--- src/rtl/sum_chain_accum.sv ---
// sum_chain_accum
//   Accumulates a burst of 4-bit samples {in_c, in_r} coming from an upstream 3-bit
//   registered adder. A burst is requested with start/len in IDLE, samples are taken
//   with a valid/ready handshake in ACCUM, and the result is presented in HOLD until
//   the consumer takes it.
//
// Ports
//   clk_i        clock, all state on the rising edge
//   rst_i        synchronous active-high reset
//   start_i      single-cycle burst request (only honoured in IDLE)
//   len_i        burst length, captured when start is accepted
//   in_valid_i   sample qualifier
//   in_r_i       upstream 3-bit sum
//   in_c_i       upstream carry-out
//   in_ready_o   block accepts a sample this cycle (ACCUM only)
//   out_valid_o  out_sum_o/out_ovf_o hold a completed burst result (HOLD only)
//   out_ready_i  consumer takes the result
//   out_sum_o    burst total modulo 2^ACC_W
//   out_ovf_o    burst total exceeded 2^ACC_W-1
//   busy_o       high in every state except IDLE

module sum_chain_accum #(
    parameter int unsigned ACC_W = 6,
    parameter int unsigned LEN_W = 4
) (
    input  logic             clk_i,
    input  logic             rst_i,
    input  logic             start_i,
    input  logic [LEN_W-1:0] len_i,
    input  logic             in_valid_i,
    input  logic [2:0]       in_r_i,
    input  logic             in_c_i,
    output logic             in_ready_o,
    output logic             out_valid_o,
    input  logic             out_ready_i,
    output logic [ACC_W-1:0] out_sum_o,
    output logic             out_ovf_o,
    output logic             busy_o
);

    typedef enum logic [1:0] {
        StIdle,
        StAccum,
        StHold
    } state_e;

    state_e           state_q;
    logic [ACC_W-1:0] acc_q;
    logic             ovf_q;
    logic [LEN_W-1:0] rem_q;
    logic             in_ready_q;
    logic             out_valid_q;
    logic             busy_q;

    // One extra bit so the carry out of the accumulator MSB is visible.
    logic [ACC_W:0] sum;
    logic           accept;

    assign sum    = {1'b0, acc_q} + {{(ACC_W - 3){1'b0}}, in_c_i, in_r_i};
    assign accept = in_valid_i & in_ready_q;

    always_ff @(posedge clk_i) begin
        if (rst_i) begin
            state_q     <= StIdle;
            acc_q       <= '0;
            ovf_q       <= 1'b0;
            rem_q       <= '0;
            in_ready_q  <= 1'b0;
            out_valid_q <= 1'b0;
            busy_q      <= 1'b0;
        end else begin
            case (state_q)
                StIdle: begin
                    if (start_i) begin
                        acc_q  <= '0;
                        ovf_q  <= 1'b0;
                        rem_q  <= len_i;
                        busy_q <= 1'b1;
                        if (len_i != '0) begin
                            state_q    <= StAccum;
                            in_ready_q <= 1'b1;
                        end else begin
                            // Empty burst: report a zero result straight away.
                            state_q     <= StHold;
                            out_valid_q <= 1'b1;
                        end
                    end
                end
                StAccum: begin
                    if (accept) begin
                        acc_q <= sum[ACC_W-1:0];
                        if (sum[ACC_W]) begin
                            ovf_q <= 1'b1;
                        end
                        rem_q <= rem_q - LEN_W'(1);
                        if (rem_q == LEN_W'(1)) begin
                            state_q     <= StHold;
                            in_ready_q  <= 1'b0;
                            out_valid_q <= 1'b1;
                        end
                    end
                end
                StHold: begin
                    // start is deliberately ignored here, even on the release cycle.
                    if (out_ready_i) begin
                        state_q     <= StIdle;
                        out_valid_q <= 1'b0;
                        busy_q      <= 1'b0;
                    end
                end
                default: begin
                    state_q     <= StIdle;
                    in_ready_q  <= 1'b0;
                    out_valid_q <= 1'b0;
                    busy_q      <= 1'b0;
                end
            endcase
        end
    end

    assign in_ready_o  = in_ready_q;
    assign out_valid_o = out_valid_q;
    assign busy_o      = busy_q;
    assign out_sum_o   = acc_q;
    assign out_ovf_o   = ovf_q;

endmodule

--- config.mk ---
export PLATFORM = sky130hd
export DESIGN_NAME = sum_chain_accum
export DESIGN_NICKNAME = d
export VERILOG_FILES = /design/src/rtl/sum_chain_accum.sv
export SDC_FILE = /design/constraint.sdc
export NUM_CORES = 1
export LEC_CHECK = 0
export CORE_AREA = 2 2 48 50
export DETAILED_ROUTE_END_ITERATION = 6
export DIE_AREA = 0 0 50 52
export GPL_TIMING_DRIVEN = 0
export PLACE_DENSITY = 0.71
export SLEW_MARGIN = 20
export SYNTH_ARGS = -nofsm -noshare
export SYNTH_HDL_FRONTEND = slang
export SYNTH_SLANG_ARGS = --single-unit
--- constraint.sdc ---
create_clock -name clk_i -period 1.85 [get_ports clk_i]
set_input_delay 0.2775 -clock clk_i [delete_from_list [all_inputs] [get_ports clk_i]]
set_output_delay 0.2775 -clock clk_i [all_outputs]
set_load 0.02 [all_outputs]
==> run metrics, run 1 <==
Diodes inserted=0; Critical Path End Type=flop; leak pwr=0.000479 uW; Worst-Skew Late Latency=between 0.2 and 0.3 ns; CP delay by family, top=compound AO/OA/AOI/OAI gates; Setup Fix Bufs, Post-CTS=0; Tmin final=1.71 ns; DIE WIDTH=50 um; FP Rows=17; WL met1=around 1100 um; Final Cycle Share=0.924; CTS max path bufs=2; TritonCTS buffer count=3; Power Dens Cells=717 mW/mm^2; max incr delay on CP=0.40 ns; setup TNS=0 ns; NumNets Final=155; Hold Path Depth=2; Mapped Cells=108; Synth-to-Final Area Change=31.0%; IO Port Bufs=22; uppermost layer routed=met4; final setup vio count=0; I/O pin cnt=23; Routed Antenna Nets=0; crit-path cells=clkdlybuf4s50_1 -> ha_1 -> fa_2 -> a21o_1 -> a21oi_2 -> o211ai_1 -> a31oi_1; hold path start=rem_q[1]$_SDFFE_PP0P_; Worst Setup SP=in_r_i[0]; setup clock skew after layout=0.00236 ns; DRC=0; gp weighted congestion=0.811; clk slew on worst S/H paths=about 0.090 ns; met3 WL=89 um; post-synthesis cell type count=40; layout cells sized above 1=0.0977; status=complete, no violations; largest net degree at the start of global routing=11; Wirelength per Cell=about 14 um; Max Cap Viol=0; RSZ-0062 raised after global routing=no; Crit path depth=7; Reg2Reg Depth=6; GRT Util Overall=0.193; CP bufs+invs=1; synthesized area per cell=8.67 um^2; die area=0.00260 mm^2; core area=0.00211 mm^2; clock tree from TritonCTS=yes; clock root cell=clkbuf_4; first-pass GRT wire length=3820 um; DR vias=882; VDD IR max=roughly 0.49 mV; CTS H-tree lvls=1; vias per cell=5.48; Fmax=585 MHz; Hold WC Path Type=flop to flop; PnR Total Power=879 uW; Critical Path Start Type=input port; Crit Path Max Fanout=4; final hold violation count=0; flop2flop setup slack=0.22 ns; Total Routed Length=~2200 um; HPWL Detailed=roughly 1600 um; Num Clock Sinks=16; Rel. slew slack=0.591; synthesized area=936 um^2; CP max stage cell=clkdlybuf4s50_1; critical path class=input port to flop; critical path required time=2.07 ns; Critical R2R Launch=out_sum_o[0]$_SDFFE_PP0P_; initial antenna violation count=0; #FFs+latches synth=16; Initial Util=0.444; 1st-iter DRT viols=7; actual slew at the worst max-slew pin=0.611 ns; arrival time at the worst endpoint=1.92 ns; vias in the first global route=just under 900; Slew Viols, Final=0; die height=52 um; wire length on met2=996 um; grt ovf=0; post-synthesis sequential area ratio=0.342; post-synth net total=128; TritonRoute pass-1 iters=4; YS warnings=0
==> cell usage in the layout, fill, tap and decap left out, types with 2 or more instances in the layout <==
| cell type | instances |
|---|---|
| ha_1 | 6 |
| or3_1 | 3 |
| o21ai_0 | 4 |
| nor2_1 | 11 |
| clkbuf_4 | 3 |
| nand2_1 | 8 |
| buf_2 | 2 |
| o211ai_1 | 3 |
| or4_1 | 2 |
| a21o_1 | 2 |
| a22oi_1 | 2 |
| a211oi_1 | 3 |
| dfxtp_1 | 16 |
| a21oi_1 | 8 |
| o21ai_1 | 2 |
| clkdlybuf4s50_1 | 22 |
| inv_1 | 4 |
| nand3_1 | 2 |
| nor3_1 | 5 |
==> Yosys cell counts <==
cell / count / share of area
a221oi_1: 1 / 0.0094
buf_6: 1 / 0.012
a2bb2oi_1: 1 / 0.0094
or2b_4: 1 / 0.012
mux2i_1: 1 / 0.011
nor4_1: 2 / 0.013
clkbuf_1: 1 / 0.0040
nand3_1: 2 / 0.011
a21o_1: 2 / 0.016
nor3_1: 5 / 0.027
nand2_1: 8 / 0.032
or4_1: 2 / 0.016
nor2b_1: 1 / 0.0067
a22oi_1: 2 / 0.016
o22ai_1: 1 / 0.0067
o21ai_0: 4 / 0.021
dfxtp_1: 16 / 0.34
nor2b_4: 1 / 0.015
ha_1: 6 / 0.080
a21boi_1: 1 / 0.0080
a41oi_2: 1 / 0.017
and4b_1: 1 / 0.011
a31o_1: 1 / 0.0094
o211ai_1: 3 / 0.024
a211oi_1: 3 / 0.024
nor2_1: 11 / 0.044
inv_1: 4 / 0.016
o211a_1: 1 / 0.011
xor2_1: 1 / 0.0094
a31oi_1: 1 / 0.0067
or2_1: 1 / 0.0067
a21oi_1: 9 / 0.048
buf_2: 2 / 0.011
a22o_1: 1 / 0.0094
nor3b_1: 1 / 0.0080
nor3b_2: 1 / 0.013
o21ai_1: 2 / 0.011
nor4bb_1: 1 / 0.011
fa_1: 1 / 0.021
or3_1: 3 / 0.020
==> cell families after synthesis <==
family                   synth area share
AND/OR/NAND/NOR                     0.246
AO/OA/AOI/OAI                       0.247
flip-flops                          0.342
buffers and inverters              0.0428
adder cells (fa/ha/maj)             0.102
XOR/XNOR                          0.00936
multiplexers                       0.0107
==> path summary, 6_finish.rpt <==
kind,endpoint
setup / recovery,out_ovf_o$_SDFFE_PP0P_
hold / removal,rem_q[1]$_SDFFE_PP0P_
hold reg to reg,rem_q[1]$_SDFFE_PP0P_
setup reg to reg,out_ovf_o$_SDFFE_PP0P_
==> state kept, by name, summed over array words and instances (netlist names) <==
signal	count
out_ovf_o	1
out_sum_o	6
rem_q	4
state_q	2
busy_o	1
in_ready_o	1
out_valid_o	1
==> worst min-delay path, stage by stage (launching register included) <==
cell	delay [ns]
dfxtp_1	0.33
nand2_1	0.06
a21oi_1	0.05
==> report_power, final <==
part           total (uW)  switching (uW)  internal (uW)
clock                 182             107           75.7
sequential            402            27.2            375
combinational         294             152            142
total                 879             286            592
==> per-stage QoR <==
stage | std cells | utilization | setup WS [ns] | instance area [um^2] | hold slack [ns]
2_1_floorplan | 108 | - | 0.151 | 936 | 0.356
3_3_place_gp | 158 | 0.566 | -0.295 | 1190 | 0.461
3_5_place_dp | 158 | 0.566 | -0.294 | 1190 | 0.468
4_1_cts | 161 | 0.576 | 0.000651 | 1210 | 0.481
5_1_grt | 161 | 0.582 | 0.0398 | 1230 | 0.507
6_report | 161 | 0.582 | 0.141 | 1230 | 0.474
==> final cells by class <==
| class | instances | area (um^2) |
|---|---|---|
| flip-flops and latches | 16 | 320 |
| clock buffers | 3 | 22.5 |
| multi-input cells | 84 | 588 |
| fillers | 184 | 880 |
| inverters | 4 | 15.0 |
| plain buffers | 4 | 25.0 |
| well taps | 28 | 35.0 |
| repair buffers | 22 | 220 |
==> metal layers <==
metal  GRT usage  vias up
li1            -      454
met1       0.258      406
met2       0.298       17
met3      0.0287        5
met4       0.102        0
met5           0        -
==> what timing repair did <==
item                                    4_1_cts  5_1_grt
gates resized for setup                       0        3
hold buffers                                  0        0
endpoints found under the setup margin        0        3
Note: power is estimated with default switching activity, not from simulation.
==> inputs of run 2 (changes only) <==
--- a/config.mk
+++ b/config.mk
@@ -10,6 +10,7 @@
 export DIE_AREA = 0 0 50 52
 export GPL_TIMING_DRIVEN = 0
 export PLACE_DENSITY = 0.71
+export SKIP_CTS_REPAIR_TIMING = 1
 export SLEW_MARGIN = 20
 export SYNTH_ARGS = -nofsm -noshare
 export SYNTH_HDL_FRONTEND = slang
==> results of run 2 <==
The final DEF is identical to that of run 1; final timing and power are the same.
==> inputs of run 3 (changes only) <==
--- a/config.mk
+++ b/config.mk
@@ -5,6 +5,7 @@
 export SDC_FILE = /design/constraint.sdc
 export NUM_CORES = 1
 export LEC_CHECK = 0
+export ABC_CLOCK_PERIOD_IN_PS = 1850
 export CORE_AREA = 2 2 48 50
 export DETAILED_ROUTE_END_ITERATION = 6
 export DIE_AREA = 0 0 50 52
==> results of run 3 <==
The final DEF is identical to that of run 1; final timing and power are the same.
==> variant 1: new RTL, flow settings as in run 1 <==
Make the reset (`rst_i`) asynchronous in one clocked block. Comments in the files are not updated.
--- a/src/rtl/sum_chain_accum.sv
+++ b/src/rtl/sum_chain_accum.sv
@@ -59,7 +59,7 @@
     assign sum    = {1'b0, acc_q} + {{(ACC_W - 3){1'b0}}, in_c_i, in_r_i};
     assign accept = in_valid_i & in_ready_q;
 
-    always_ff @(posedge clk_i) begin
+    always_ff @(posedge clk_i or posedge rst_i) begin
         if (rst_i) begin
             state_q     <= StIdle;
             acc_q       <= '0;
Behaviour: differs if rst_i is asserted again (counterexample within 4 cycles, from zero or initial values and one cycle with rst_i high); with rst_i held inactive, the same outputs for 10 cycles.
==> variant 1 against run 1 <==
Critical endpoint is now out_ovf_o. Sequential cell count unchanged. Design area increased by 5.9%. Routed wire length decreased by 9.6%. Highest routed layer unchanged. Largest cell class unchanged. Area after synthesis increased by 7.2%. Worst setup slack got worse by 0.030 ns. Sequential share of layout area increased by 4.7 points.
Power is not compared: it rests on default switching activity, and its combinational part moved more than twofold at a synthesized area within 25%.
==> variant 1: results (changes against run 1) <==
\begin{tabular}{lr}
\hline
Metric & Value \\
\hline
\multicolumn{2}{l}{\textbf{Logic synthesis}} \\
\quad Mapped Avg Cell Area & 9.935 sq um (+15\%) \\
\quad Sequential-to-total area share from yosys stat & 39.90\% (+5.7 points) \\
\quad Commonest cells post-synth & sky130\_fd\_sc\_hd\_\_dfrtp\_1 (16), sky130\_fd\_sc\_hd\_\_nand2\_1 (10), sky130\_fd\_sc\_hd\_\_a21oi\_1 (7), sky130\_fd\_sc\_hd\_\_inv\_1 (7) \\
\quad Post-synth cell types & 35 (-13\%) \\
\quad Syn nets & 121 (-5.5\%) \\
\multicolumn{2}{l}{\textbf{Drt}} \\
\quad WL met3 & 81 microns (-9.0\%) \\
\quad Mean number of vias per cell & 5.316 (-3.0\%) \\
\quad Via count & 824 (-6.6\%) \\
\quad Length of routed wiring on met1 & 897 microns (-17\%) \\
\multicolumn{2}{l}{\textbf{Cells and area}} \\
\quad Combined area of the multi-input logic cells & 550.5 sq um (-6.4\%) \\
\quad Clock network contribution to total cell area & 2.794\% (+0.96 points) \\
\quad Relative area of non-clock buffer cells in the final design & 19.27\% (-0.73 points) \\
\quad Storage element area & 400.4 sq um (+25\%) \\
\quad Sequential share of cell area & 30.83\% (+4.7 points) \\
\quad Non-clock buffer count & 25 (-3.8\%) \\
\quad Ratio of cells with drive above 1 in the final layout & 11.02\% (+1.2 points) \\
\multicolumn{2}{l}{\textbf{Min path}} \\
\quad Path class of the lowest-slack min-delay path & input port to async pin \\
\multicolumn{2}{l}{\textbf{Worst setup path}} \\
\quad Master of the slowest instance on the critical path & sky130\_fd\_sc\_hd\_\_fa\_1 \\
\quad Max stage delay on crit path & 0.42 ns (+0.02 ns) \\
\quad Worst-path maximum fanout & 3 (-1) \\
\multicolumn{2}{l}{\textbf{Run status}} \\
\quad Run status & complete, no violations \\
\multicolumn{2}{l}{\textbf{Place}} \\
\quad Pre-CTS setup slack & -0.2665 ns (+0.02753 ns) \\
\quad Global placement routability congestion & 0.7127 (-12\%) \\
\quad Detail Placement HPWL & 1469 microns (-8.6\%) \\
\quad Cell area after placement & 1259 sq um (+5.7\%) \\
\multicolumn{2}{l}{\textbf{Global routing}} \\
\quad Via count of the first global-routing pass & 851 (-1.7\%) \\
\quad Pin count of the biggest net entering global routing & 17 (+6) \\
\quad Global-route wire length before repair & 3532 microns (-7.4\%) \\
\multicolumn{2}{l}{\textbf{STA}} \\
\quad Worst slew margin relative to its limit & 57.06\% (-2.0 points) \\
\hline
\end{tabular}
variant 1: cell types whose count changed in the layout (fill, tap and decap cells not counted), moves of 3 or more:
cell                      change
sky130_fd_sc_hd__dfrtp_1     +16
sky130_fd_sc_hd__nor3_1       -5
sky130_fd_sc_hd__o21ai_1      +3
sky130_fd_sc_hd__nor2_1       -5
sky130_fd_sc_hd__dfxtp_1     -16
sky130_fd_sc_hd__inv_1        +3
variant 1: worst register-to-register path, delay by kind of cell, from the launching register on:
family | cells | cell delay, ns
fa+ha+maj | 2 | 0.65
compound gates | 4 | 0.58
flops | 1 | 0.41
variant 1: power by group:
part           internal [mW]  switching (mW)
sequential             0.500           0.154
combinational          0.539           0.561
clock                  0.120           0.118
variant 1: final timing paths:
check                              from         to  slack [ns]  depth (start not counted)
hold / removal                    rst_i  out_ovf_o        0.36                          2
max in group asynchronous         rst_i   rem_q[2]        1.07                          2
min in group clk_i               busy_o     busy_o        0.51                          2
hold reg to reg                  busy_o     busy_o        0.51                          2
setup reg to reg           out_sum_o[0]  out_ovf_o        0.12                          6
setup / recovery              in_r_i[0]  out_ovf_o        0.11                          7
variant 1: logic make-up (layout without fill, tap and decap cells):
| group | count (synthesis) | in the layout | share of synthesized area [%] |
|---|---|---|---|
| XOR/XNOR | 1 | 1 | 0.8730 |
| buffers and inverters | 10 | 36 | 5.612 |
| flip-flops | 16 | 16 | 39.90 |
| AND/OR/NAND/NOR | 32 | 32 | 20.57 |
| AO/OA/AOI/OAI | 32 | 32 | 20.57 |
| multiplexers | 3 | 3 | 2.993 |
| adder cells (fa/ha/maj) | 7 | 7 | 9.476 |
variant 1: per-layer routing:
layer	track usage [%]	up-vias
met5	0	-
met4	11.11	0
met3	3.736	4
met2	31.58	21
met1	21.49	381
li1	-	418
==> variant 2: new RTL, flow settings as in run 1 <==
Made on the original files. `ACC_W`: 6 -> 4.
--- a/src/rtl/sum_chain_accum.sv
+++ b/src/rtl/sum_chain_accum.sv
@@ -20,7 +20,7 @@
 //   busy_o       high in every state except IDLE
 
 module sum_chain_accum #(
-    parameter int unsigned ACC_W = 6,
+    parameter int unsigned ACC_W = 4,
     parameter int unsigned LEN_W = 4
 ) (
     input  logic             clk_i,
Interface: changed (resized out_sum_o); port bits go from 23 to 21. No check against the original RTL was run, so the function may have changed too.
==> variant 2 against run 1 <==
Worst setup slack lost 0.035 ns. Area after synthesis shrank 3.2%. Final cell count shrank 5.0%. Sequential cell count shrank 2. Clock power shrank 4%. Synthesized cell count shrank 5.6%. Total power shrank 14%. Design area shrank 5.1%. Worst hold slack is essentially flat. Routed wire length shrank 8.9%. Count of clock-buffer cells in the layout is the same. Critical endpoint unchanged.
==> variant 2: results (changes against run 1) <==
\begin{tabular}{lr}
\hline
Metric & Value \\
\hline
\multicolumn{2}{l}{\textbf{Cells and area}} \\
\quad Number of nets in the layout & 147 (-5.2\%) \\
\quad Ratio of cells with drive above 1 in the final layout & 12.80\% (+3.0 points) \\
\multicolumn{2}{l}{\textbf{Logic synthesis}} \\
\quad Syn Inst Count & 102 (-5.6\%) \\
\quad Sequential-to-total area share from yosys stat & 30.94\% (-3.3 points) \\
\quad Syn nets & 122 (-4.7\%) \\
\quad Commonest cells post-synth & sky130\_fd\_sc\_hd\_\_dfxtp\_1 (14), sky130\_fd\_sc\_hd\_\_a21oi\_1 (12), sky130\_fd\_sc\_hd\_\_inv\_1 (8), sky130\_fd\_sc\_hd\_\_nor2\_1 (8), sky130\_fd\_sc\_hd\_\_ha\_1 (6) \\
\quad Fraction of registers with async set or reset after synthesis & 0\% (unchanged) \\
\quad Leading post-synthesis cells by cell area & sky130\_fd\_sc\_hd\_\_dfxtp\_1 (31\%), sky130\_fd\_sc\_hd\_\_ha\_1 (8.3\%), sky130\_fd\_sc\_hd\_\_a21oi\_1 (6.6\%) \\
\quad Post-synth cell types & 41 (+2.5\%) \\
\multicolumn{2}{l}{\textbf{Min path}} \\
\quad Start point of the worst hold path & out\_sum\_o[0] \\
\multicolumn{2}{l}{\textbf{Run status}} \\
\quad Run status & complete, no violations \\
\multicolumn{2}{l}{\textbf{Global routing}} \\
\quad Via count of the first global-routing pass & 786 (-9.2\%) \\
\quad Global-route wire length before repair & 3436 microns (-9.9\%) \\
\multicolumn{2}{l}{\textbf{Worst setup path}} \\
\quad Arrival time at the worst endpoint & 1.94 ns (+0.02 ns) \\
\quad Max stage delay on crit path & 0.46 ns (+0.06 ns) \\
\quad Top Family by Delay on Critical Path & adder cells \\
\quad Worst-path maximum fanout & 2 (-2) \\
\multicolumn{2}{l}{\textbf{Place}} \\
\quad Count of input and output buffers & 20 (-9.1\%) \\
\quad Cell area after placement & 1141 sq um (-4.2\%) \\
\quad Detail Placement HPWL & 1547 microns (-3.8\%) \\
\quad Global placement routability congestion & 0.7669 (-5.4\%) \\
\multicolumn{2}{l}{\textbf{Power and ir drop}} \\
\quad Worst VDD drop & 0.4004 mV (-18\%) \\
\multicolumn{2}{l}{\textbf{Drt}} \\
\quad Met2 WL & 957 microns (-3.9\%) \\
\quad Starting DRT DRC Count & 26 (+19) \\
\quad Length of routed wiring on met1 & 914 microns (-15\%) \\
\quad WL final & 2013 microns (-8.9\%) \\
\quad Routed len/inst & 13.16 microns (-4.2\%) \\
\quad Mean number of vias per cell & 5.497 (+0.34\%) \\
\quad WL met3 & 96 microns (+7.9\%) \\
\multicolumn{2}{l}{\textbf{Clock network}} \\
\quad Clock root buffer & sky130\_fd\_sc\_hd\_\_clkbuf\_4 \\
\multicolumn{2}{l}{\textbf{STA}} \\
\quad Slew of the pin with the lowest slew margin & 0.5016 ns (-0.1098 ns) \\
\hline
\end{tabular}
[variant 2: cell count changes after synthesis, moves of 3 or more]
cell and change:
sky130_fd_sc_hd__a21oi_1 +3, sky130_fd_sc_hd__inv_1 +4, sky130_fd_sc_hd__nand2_1 -3, sky130_fd_sc_hd__nor2_1 -3
sky130_fd_sc_hd__nor3_1 -3, sky130_fd_sc_hd__o211ai_1 -3
[variant 2: worst paths after layout]
kind / endpoint / slack [ns] / depth (start not counted)
worst max-delay path: out_ovf_o / 0.11 / 8
worst min-delay path: out_sum_o[0] / 0.47 / 2
worst max register to register: out_ovf_o / 0.20 / 7
worst min register to register: out_sum_o[0] / 0.47 / 2
[variant 2: cell families (layout without fill, tap and decap cells)]
group | count (synthesis) | count (layout) | share of synthesized area (%)
simple gates | 36 | 36 | 24.73
compound gates | 32 | 32 | 25.42
flops | 14 | 14 | 30.94
buf+inv | 12 | 35 | 7.458
fa+ha+maj | 7 | 7 | 10.50
xor+xnor | 1 | 1 | 0.9670
[variant 2: cell type report]
class | instances | area, sq um
buffer | 4 | 37.54
clock buffer | 3 | 22.52
fill | 199 | 942.2
inverter | 8 | 30.03
multi-input combinational | 76 | 558.0
sequential | 14 | 280.3
tap | 28 | 35.03
timing repair buffer | 20 | 200.2
[variant 2: where the power goes]
| part | switching, mW | internal, mW |
|---|---|---|
| Combinational | 0.116 | 0.117 |
| Clock | 0.0985 | 0.0756 |
| Sequential | 0.0209 | 0.325 |
| Total | 0.236 | 0.518 |
[variant 2: routing by layer]
layer / vias up / GRT usage, %
li1: 419 / -
met1: 386 / 22.12
met2: 31 / 28.07
met3: 5 / 2.874
met4: 0 / 9.259
met5: - / 0
[variant 2: per-stage QoR]
| step | TNS [ns] | worst slack [ns] | util (%) | hold WS (ns) |
|---|---|---|---|---|
| 6_report | 0 | 0.1053 | 55.26 | 0.4749 |
| 5_1_grt | 0 | 0.03324 | 55.26 | 0.5096 |
| 3_3_place_gp | -0.2117 | -0.1264 | 54.19 | 0.4618 |
| 3_5_place_dp | -0.3197 | -0.1608 | 54.19 | 0.4720 |
| 2_1_floorplan | 0 | 0.1986 | - | 0.3503 |
| 4_1_cts | 0 | 0.1288 | 55.26 | 0.4834 |
[variant 2: worst min-delay path: stages (launching register included)]
cell                      delay (ns)
sky130_fd_sc_hd__dfxtp_1        0.33
sky130_fd_sc_hd__nand2_1        0.06
sky130_fd_sc_hd__a21oi_1        0.05
